File: src/rtl/core_pkg.sv
// Shared core definitions: datapath widths and the operand forwarding-source encoding.
package core_pkg;

  localparam int XLEN       = 32;
  localparam int REG_ADDR_W = 5;
  localparam int CTRL_W     = 16;

  typedef enum logic [1:0] {
    FWD_ZERO = 2'd0,
    FWD_EX   = 2'd1,
    FWD_WB   = 2'd2,
    FWD_RF   = 2'd3
  } fwd_sel_e;

endpackage

File: src/rtl/operand_fetch_mux.sv
// Resolves one source operand: x0, EX bypass, WB bypass, or register file read.
module operand_mux
  import core_pkg::*;
#(
  parameter int N = XLEN,
  parameter int A = REG_ADDR_W
) (
  input  logic [A-1:0] i_rs,
  input  logic [N-1:0] i_rf_data,
  input  logic         i_ex_valid,
  input  logic         i_ex_pending,
  input  logic [A-1:0] i_ex_rd,
  input  logic [N-1:0] i_ex_data,
  input  logic         i_wb_we,
  input  logic [A-1:0] i_wb_rd,
  input  logic [N-1:0] i_wb_data,
  output logic [N-1:0] o_val
);

  fwd_sel_e w_sel;

  // Source priority: x0, then the younger EX result, then the WB write in flight.
  always_comb begin
    w_sel = FWD_RF;
    if (i_rs == {A{1'b0}}) begin
      w_sel = FWD_ZERO;
    end else if (i_ex_valid && !i_ex_pending && (i_ex_rd == i_rs)) begin
      w_sel = FWD_EX;
    end else if (i_wb_we && (i_wb_rd == i_rs)) begin
      w_sel = FWD_WB;
    end else begin
      w_sel = FWD_RF;
    end
  end

  always_comb begin
    o_val = {N{1'b0}};
    case (w_sel)
      FWD_ZERO: o_val = {N{1'b0}};
      FWD_EX:   o_val = i_ex_data;
      FWD_WB:   o_val = i_wb_data;
      FWD_RF:   o_val = i_rf_data;
      default:  o_val = {N{1'b0}};
    endcase
  end

endmodule

File: src/rtl/operand_fetch.sv
// Decode-to-execute stage: register file reads, EX/WB forwarding, load-use stall,
// and a registered operand bundle behind a valid/ready handshake.
module operand_fetch
  import core_pkg::*;
#(
  parameter int N = XLEN,
  parameter int A = $clog2(N),
  parameter int C = CTRL_W
) (
  input  logic         clk,
  input  logic         rst,
  input  logic         in_valid,
  output logic         in_ready,
  input  logic [A-1:0] in_rs1,
  input  logic [A-1:0] in_rs2,
  input  logic [A-1:0] in_rd,
  input  logic         in_use_rs1,
  input  logic         in_use_rs2,
  input  logic         in_rd_we,
  input  logic [N-1:0] in_pc,
  input  logic [N-1:0] in_imm,
  input  logic [C-1:0] in_ctrl,
  output logic [A-1:0] addr1,
  output logic [A-1:0] addr2,
  input  logic [N-1:0] rd1,
  input  logic [N-1:0] rd2,
  input  logic         ex_fwd_valid,
  input  logic         ex_fwd_pending,
  input  logic [A-1:0] ex_fwd_rd,
  input  logic [N-1:0] ex_fwd_data,
  input  logic         wb_we,
  input  logic [A-1:0] wb_rd,
  input  logic [N-1:0] wb_data,
  input  logic         flush,
  output logic         out_valid,
  input  logic         out_ready,
  output logic [N-1:0] out_rs1_val,
  output logic [N-1:0] out_rs2_val,
  output logic [A-1:0] out_rd,
  output logic         out_rd_we,
  output logic [N-1:0] out_pc,
  output logic [N-1:0] out_imm,
  output logic [C-1:0] out_ctrl,
  output logic [31:0]  stall_cycles
);

  logic         w_hazard;
  logic         w_capture;
  logic [N-1:0] w_rs1_val;
  logic [N-1:0] w_rs2_val;

  logic         r_out_valid;
  logic [N-1:0] r_rs1_val;
  logic [N-1:0] r_rs2_val;
  logic [A-1:0] r_rd;
  logic         r_rd_we;
  logic [N-1:0] r_pc;
  logic [N-1:0] r_imm;
  logic [C-1:0] r_ctrl;
  logic [31:0]  r_stall;

  assign addr1 = in_rs1;
  assign addr2 = in_rs2;

  operand_mux #(.N(N), .A(A)) u_mux_rs1 (
    .i_rs(in_rs1), .i_rf_data(rd1),
    .i_ex_valid(ex_fwd_valid), .i_ex_pending(ex_fwd_pending),
    .i_ex_rd(ex_fwd_rd), .i_ex_data(ex_fwd_data),
    .i_wb_we(wb_we), .i_wb_rd(wb_rd), .i_wb_data(wb_data),
    .o_val(w_rs1_val)
  );

  operand_mux #(.N(N), .A(A)) u_mux_rs2 (
    .i_rs(in_rs2), .i_rf_data(rd2),
    .i_ex_valid(ex_fwd_valid), .i_ex_pending(ex_fwd_pending),
    .i_ex_rd(ex_fwd_rd), .i_ex_data(ex_fwd_data),
    .i_wb_we(wb_we), .i_wb_rd(wb_rd), .i_wb_data(wb_data),
    .o_val(w_rs2_val)
  );

  // Load-use hazard: only operands actually read stall, and x0 never does.
  always_comb begin
    w_hazard = 1'b0;
    if (in_valid && ex_fwd_valid && ex_fwd_pending && (ex_fwd_rd != {A{1'b0}})) begin
      w_hazard = (in_use_rs1 && (in_rs1 == ex_fwd_rd)) ||
                 (in_use_rs2 && (in_rs2 == ex_fwd_rd));
    end else begin
      w_hazard = 1'b0;
    end
  end

  assign in_ready  = (!r_out_valid || out_ready) && !w_hazard && !flush;
  assign w_capture = in_valid && in_ready;

  // Bundle register: flush drops the held bundle; operands freeze at capture.
  always_ff @(posedge clk) begin
    if (rst) begin
      r_out_valid <= 1'b0;
      r_rs1_val   <= {N{1'b0}};
      r_rs2_val   <= {N{1'b0}};
      r_rd        <= {A{1'b0}};
      r_rd_we     <= 1'b0;
      r_pc        <= {N{1'b0}};
      r_imm       <= {N{1'b0}};
      r_ctrl      <= {C{1'b0}};
    end else if (flush) begin
      r_out_valid <= 1'b0;
    end else if (w_capture) begin
      r_out_valid <= 1'b1;
      r_rs1_val   <= w_rs1_val;
      r_rs2_val   <= w_rs2_val;
      r_rd        <= in_rd;
      r_rd_we     <= in_rd_we;
      r_pc        <= in_pc;
      r_imm       <= in_imm;
      r_ctrl      <= in_ctrl;
    end else if (out_ready) begin
      r_out_valid <= 1'b0;
    end else begin
      r_out_valid <= r_out_valid;
    end
  end

  // Saturating count of cycles spent stalled on a load-use hazard.
  always_ff @(posedge clk) begin
    if (rst) begin
      r_stall <= 32'd0;
    end else if (w_hazard && (r_stall != 32'hFFFF_FFFF)) begin
      r_stall <= r_stall + 32'd1;
    end else begin
      r_stall <= r_stall;
    end
  end

  assign out_valid    = r_out_valid;
  assign out_rs1_val  = r_rs1_val;
  assign out_rs2_val  = r_rs2_val;
  assign out_rd       = r_rd;
  assign out_rd_we    = r_rd_we;
  assign out_pc       = r_pc;
  assign out_imm      = r_imm;
  assign out_ctrl     = r_ctrl;
  assign stall_cycles = r_stall;

endmodule
File: config.mk
export PLATFORM = sky130hd
export DESIGN_NAME = operand_fetch
export DESIGN_NICKNAME = d
export VERILOG_FILES = /design/src/rtl/core_pkg.sv /design/src/rtl/operand_fetch_mux.sv /design/src/rtl/operand_fetch.sv
export SDC_FILE = /design/constraint.sdc
export NUM_CORES = 1
export LEC_CHECK = 0
export CAP_MARGIN = 40
export CORE_AREA = 2 2 168 170
export DETAILED_ROUTE_END_ITERATION = 8
export DIE_AREA = 0 0 170 172
export PLACE_DENSITY = 0.71
export SLEW_MARGIN = 20
export SYNTH_ARGS = -nofsm -noshare
export SYNTH_HDL_FRONTEND = slang
export SYNTH_HIERARCHICAL = 1
export SYNTH_SLANG_ARGS = --single-unit
File: constraint.sdc
create_clock -name clk -period 4.89 [get_ports clk]
set_input_delay 0.7335 -clock clk [delete_from_list [all_inputs] [get_ports clk]]
set_output_delay 0.7335 -clock clk [all_outputs]
set_load 0.05 [all_outputs]
Word level (Yosys, flattened, before mapping). Index checks and enable logic that the tools add are counted.

Bits in registers: 183. Input port bits: 244. Output and inout port bits: 194.

$add $sub $neg: 1. Equal/unequal tests: 13. Mux-type cells: 11. Bitwise logic cells: 1. Reduce and logical (&&, ||, !) cells: 28.

Operators by type and width (count): $pmux 32 s4 (2); $add 32x1->32 const B (1); $ne 32x32->1 const B (1); $eq 5x5->1 (6); $logic_and 1x1->1 (14); $logic_not 5->1 (2); $eq 2x2->1 const B (4); $mux 2 (4); $mux 1 (5); $reduce_bool 5->1 (1); $eq 2x1->1 const B (2); $logic_not 1->1 (4); $logic_not 2->1 (2); $logic_or 1x1->1 (2); $reduce_and 2->1 (1); $reduce_bool 2->1 (1); $reduce_or 2->1 (1); $not 1->1 (1).

Logic depth before layout (Yosys ltp).
Depth after elaboration: 9. Depth in mapped cells: 9. Mapped depth without buffers: 7.

By module. Netlist, hierarchy kept.

By module, submodules not included: operand_fetch (times used 1, cells each 714, area an instance 7247.0 µm², seq. area each 3663.5 µm²); operand_mux (times used 2, cells each 177, area an instance 1173.6 µm², seq. area each 0.0 µm²).

Least setup slack after synthesis. No wires, ideal clock.

Path kind: input to output. From: input ex_fwd_rd[0]. To: output in_ready. Data arrival time: 2.344 ns. Data required time: 4.157 ns. Slack: 1.813 ns. Stages: 3. Buffers on the path: 0. Path through: nor3_1 -> a21oi_1 -> a211oi_1.

Cells in the longest elaborated chain, start to end: 7. Elaborated cells on any way between the ends: 11.

Ends and longest elaborated chain: start: declaration (RTL line operand_fetch.sv:29) `input logic [A-1:0] ex_fwd_rd,`; $eq 5x5->1 (on tied branches) (RTL line operand_fetch.sv:85, operand_fetch.sv:86); $logic_and 1x1->1 (on tied branches) (RTL line operand_fetch.sv:85, operand_fetch.sv:86); $logic_or 1x1->1 (RTL line operand_fetch.sv:85) `w_hazard = (in_use_rs1 && (in_rs1 == ex_fwd_rd)) ||`; $mux 1 (*) (RTL line operand_fetch.sv:84) `if (in_valid && ex_fwd_valid && ex_fwd_pending && (ex_fwd_rd != {A{1'b0}})) begin`; $logic_not 1->1 (*) (RTL line operand_fetch.sv:92) `assign in_ready = (!r_out_valid || out_ready) && !w_hazard && !flush;`; $logic_and 1x1->1 (*) (2 in a row) (RTL line operand_fetch.sv:92); end: declaration (RTL line operand_fetch.sv:13) `output logic in_ready,`.

Every way passes the cells marked *; elsewhere a longest branch is shown, timed or not.

Final worst setup path.
From: input in_rs1[2]. To: output in_ready.

Cells in the longest elaborated chain, start to end: 7.

Ends and longest elaborated chain: start: declaration (RTL line operand_fetch.sv:14) `input logic [A-1:0] in_rs1,`; $eq 5x5->1 (RTL line operand_fetch.sv:85); $logic_and 1x1->1 (RTL line operand_fetch.sv:85); $logic_or 1x1->1 (RTL line operand_fetch.sv:85); $mux 1 (RTL line operand_fetch.sv:84); $logic_not 1->1 (RTL line operand_fetch.sv:92); $logic_and 1x1->1 (2 in a row) (RTL line operand_fetch.sv:92).

Every way passes these cells.

==> results by group <==
STA
  – Max-slew headroom: ~45%
  – Maximum clock rate: roughly 0.26 GHz
  – Endpoints failing setup: 0
  – RSZ-0062 raised after global routing: no
  – Final Slew Violations: 0
  – Final Hold Viols: 0
  – Final min period: roughly 3800 ps
  – Fin crit share: 77.8%
  – Clock Skew: 20.1 ps
  – Setup TNS: 0 ps
  – Worst-Margin Slew: around 830 ps

Logic synthesis
  – Share of the synthesized area in the top cell type: 38.2%
  – Seq cells post-synth: 183
  – Yosys warning count: 6
  – Register area share after synthesis: 38.2%
  – Synth unique cells: 45
  – EDFF count, synth: 0
  – Yosys top cell by area: dfxtp_1
  – Mean Syn Cell Area: around 9 um2
  – Post-synthesis cell count: 1068
  – Synthesized area: roughly 9600 um2
  – Asr flop ratio synth: 0%
  – Syn Nets: 1313
  – Synth Flop Type: dfxtp_1
  – Synth top area cells: dfxtp_1 (38%), mux2i_1 (16%), nor2_1 (6.4%), nand4_1 (4.6%), nor3_1 (3.5%)

Setup path
  – R2R depth: 7
  – Slowest cell on the critical path: clkdlybuf4s50_1
  – Crit Path Class: in2out
  – CP startpoint kind: input pin
  – Largest stage delay, worst path: 740 ps
  – Arrival time at the worst endpoint: slightly above 3000 ps
  – Critical path peak fanout: 6
  – FF-to-FF setup slack: 2450 ps
  – CP bufs+invs: 2
  – CP top delay family: buffers and inverters
  – Crit path cell chain: clkdlybuf4s50_1, xnor2_1, nand4_1, o22ai_2, a211oi_1, clkdlybuf4s50_1
  – Worst R2R Start: stall_cycles[2]
  – Most frequent CP cell: clkdlybuf4s50_1
  – R2R Path End: stall_cycles[25]
  – Req. time, crit path: 4160 ps
  – Crit end category: output pin

Floorplanning
  – CORE AREA: 27500 um2
  – Initial core utilization: 34.9%
  – Die Ht: 172 um
  – Row count: 61
  – Die Width: 170 um
  – Die ar.: between 20000 and 30000 um2
  – IO Count: approximately 440

Routing
  – Drt initial violations: 642
  – Met1 wire length: 14600 um
  – Detailed Route WL: about 37000 um
  – WL met3: 3380 um
  – DRT antenna net count: 0
  – Vias/cell: 5.55
  – WL/cell: 20.4 um
  – Drt first pass iters: 5
  – Drt drc: 0
  – Via count: ~10000
  – Max Used Layer: met5
  – WL met2: 17800 um

Global route
  – Vias in the first global route: 9379
  – Largest net degree at the start of global routing: 100
  – Overflow after GRT: 0
  – Gr usage total: 23.8%
  – First-pass GRT wire length: about 54000 um
  – Initial antenna violation count: 5

Clocking
  – Reg clk slew, reported paths: 70 ps
  – Total CTS buffers: 17
  – CTS resizes: 0
  – Clock latency on the worst-skew pair: about 430 ps
  – Clock Tree Buf Depth: 2
  – CTS tree: done
  – Total number of H-tree levels: 4
  – Root buffer cell: clkbuf_16
  – Hold-fix buffers, CTS: 0
  – Post-CTS setup buffers: 0
  – Clock sinks: 183

Flow run
  – Max-cap viol count: 0

Power and ir drop
  – Clk network pwr share: 35.3%
  – Internal Power: approximately 2.7 mW
  – VDD IR-drop max: 0.000176 V
  – Combinational fraction of design power: 25.0%
  – Sw power: 1.32 mW
  – Switching Share: 33.1%
  – Seq pwr share: 39.7%
  – Leakage: between 4 and 5 nW
  – Pwr dens: 273 nW/um2

Placed design
  – Detailed Place HPWL: 25700 um
  – Port Buffer Count: 437
  – DP Area: 14000 um2
  – Routability Congestion: 0.835

Hold path
  – WHS Path Cells: 2
  – HP Start: out_pc[24]
  – Hold path endpoint: out_pc[24]
  – Path type of the worst min-delay path: reg2reg

Cells and area
  – Multi-input gate area: 5330 um2
  – Area growth syn-to-layout: 52.6%
  – Ratio of cells with drive above 1 in the final layout: 6.69%
  – Nets@finish: 1683
  – Post-layout instance area: 14600 um2
  – Reg area: 3660 um2
  – Fill count: 2526

Status
  – Status: complete, no violations
cell usage in the layout, fill, tap and decap left out, drive strengths merged, types with 2 or more instances in the layout:
cell | netlist | final
xnor2 | 30 | 30
dfxtp | 183 | 183
a21oi | 25 | 25
inv | 4 | 13
and3 | 4 | 4
nand4 | 73 | 73
nand2 | 13 | 13
and4 | 9 | 9
mux2i | 151 | 151
or3 | 14 | 14
nor2b | 7 | 7
nor3 | 68 | 68
nor4 | 2 | 2
and2 | 4 | 4
mux2 | 6 | 6
a311oi | 58 | 58
clkinv | 0 | 4
or2 | 2 | 2
a211oi | 7 | 7
clkdlybuf4s50 | 0 | 435
nor2 | 164 | 164
clkbuf | 59 | 18
nand3b | 2 | 2
o21ai | 78 | 78
buf | 50 | 25
o31ai | 9 | 9
diode | 0 | 2
or4 | 11 | 11
o22a | 6 | 6
nand3 | 21 | 21
flip-flops by register name, indices dropped and copies added, names as in the netlist:
register	flops
out_rd_we	1
out_rs2_val	32
out_rd	5
out_valid	1
out_pc	32
stall_cycles	32
out_rs1_val	32
out_ctrl	16
out_imm	32
synth_stat cells (13+ instances only):
| cell | count |
|---|---|
| clkbuf_1 | 59 |
| o21ai_1 | 13 |
| a311oi_2 | 20 |
| or3_1 | 14 |
| xnor2_1 | 26 |
| mux2i_1 | 151 |
| o21ai_0 | 65 |
| buf_6 | 17 |
| dfxtp_1 | 183 |
| nand4_1 | 70 |
| nor2_1 | 164 |
| a21oi_1 | 25 |
| a311oi_1 | 38 |
| nand2_1 | 13 |
| nor3_1 | 68 |
| buf_4 | 21 |
| nand3_1 | 20 |
worst max-delay path by stage:
stage	from	to	slack [ps]	cells after the start
after floorplan	ex_fwd_rd[0]	in_ready	1810	3
after global placement	in_rs1[2]	in_ready	1120	6
after detailed placement	in_rs1[2]	in_ready	1090	6
after CTS	in_rs1[2]	in_ready	1080	6
after global routing	in_rs1[2]	in_ready	980	6
final	in_rs1[2]	in_ready	1090	6
power by group through the flow:
stage                     Clock [mW]  Sequential (mW)  Combinational [mW]
final                           1.41             1.59               0.997
after CTS                       1.45             1.59               0.996
after global placement             0             1.62               0.981
after detailed placement           0             1.62               0.993
after floorplan                    0             1.84               0.333
after global routing            1.51             1.59                1.04
worst register-to-register path: cells and delay by family, from the launching register on:
family / cells / cell delay (ps)
flip-flops: 1 / 480
buffers and inverters: 1 / 420
AND/OR/NAND/NOR: 4 / 880
multiplexers: 1 / 290
AO/OA/AOI/OAI: 1 / 280
metal layers:
layer | vias to the layer above | GRT usage, %
li1 | 4686 | -
met1 | 4740 | 28.5
met2 | 495 | 41.4
met4 | 4 | 7.43
met3 | 53 | 6.73
met5 | - | 0
cell families after synthesis:
logic type	synth area share (%)
and+or+nand+nor	20.9
AOI/OAI and AO/OA	14.4
DFF	38.2
muxes	16.5
buffers and inverters	6.81
xor gates and xnor gates	3.14
adders and majority gates	0.130
final cells by class:
type	count	area share, %
inverters	4	0.103
clock inverters	14	1.03
clock buffers	18	2.93
repair buffers	460	31.6
well taps	346	2.96
multi-input cells	772	36.4
diodes	2	0.0342
flip-flops and latches	183	25.0
through the flow:
stage / setup slack, ps / hold slack [ps] / instances / util, % / power [mW]
global route: 977 / 521 / 1798 / 53.3 / 4.15
finish: 1090 / 493 / 1799 / 53.3 / 4.00
CTS: 1080 / 499 / 1796 / 53.2 / 4.04
floorplan: 1810 / 703 / 1068 / - / 2.17
global placement: 1120 / 471 / 1762 / 50.9 / 2.60
detailed placement: 1090 / 479 / 1764 / 51.1 / 2.61
No activity file was read; power rests on OpenSTA's default activity.
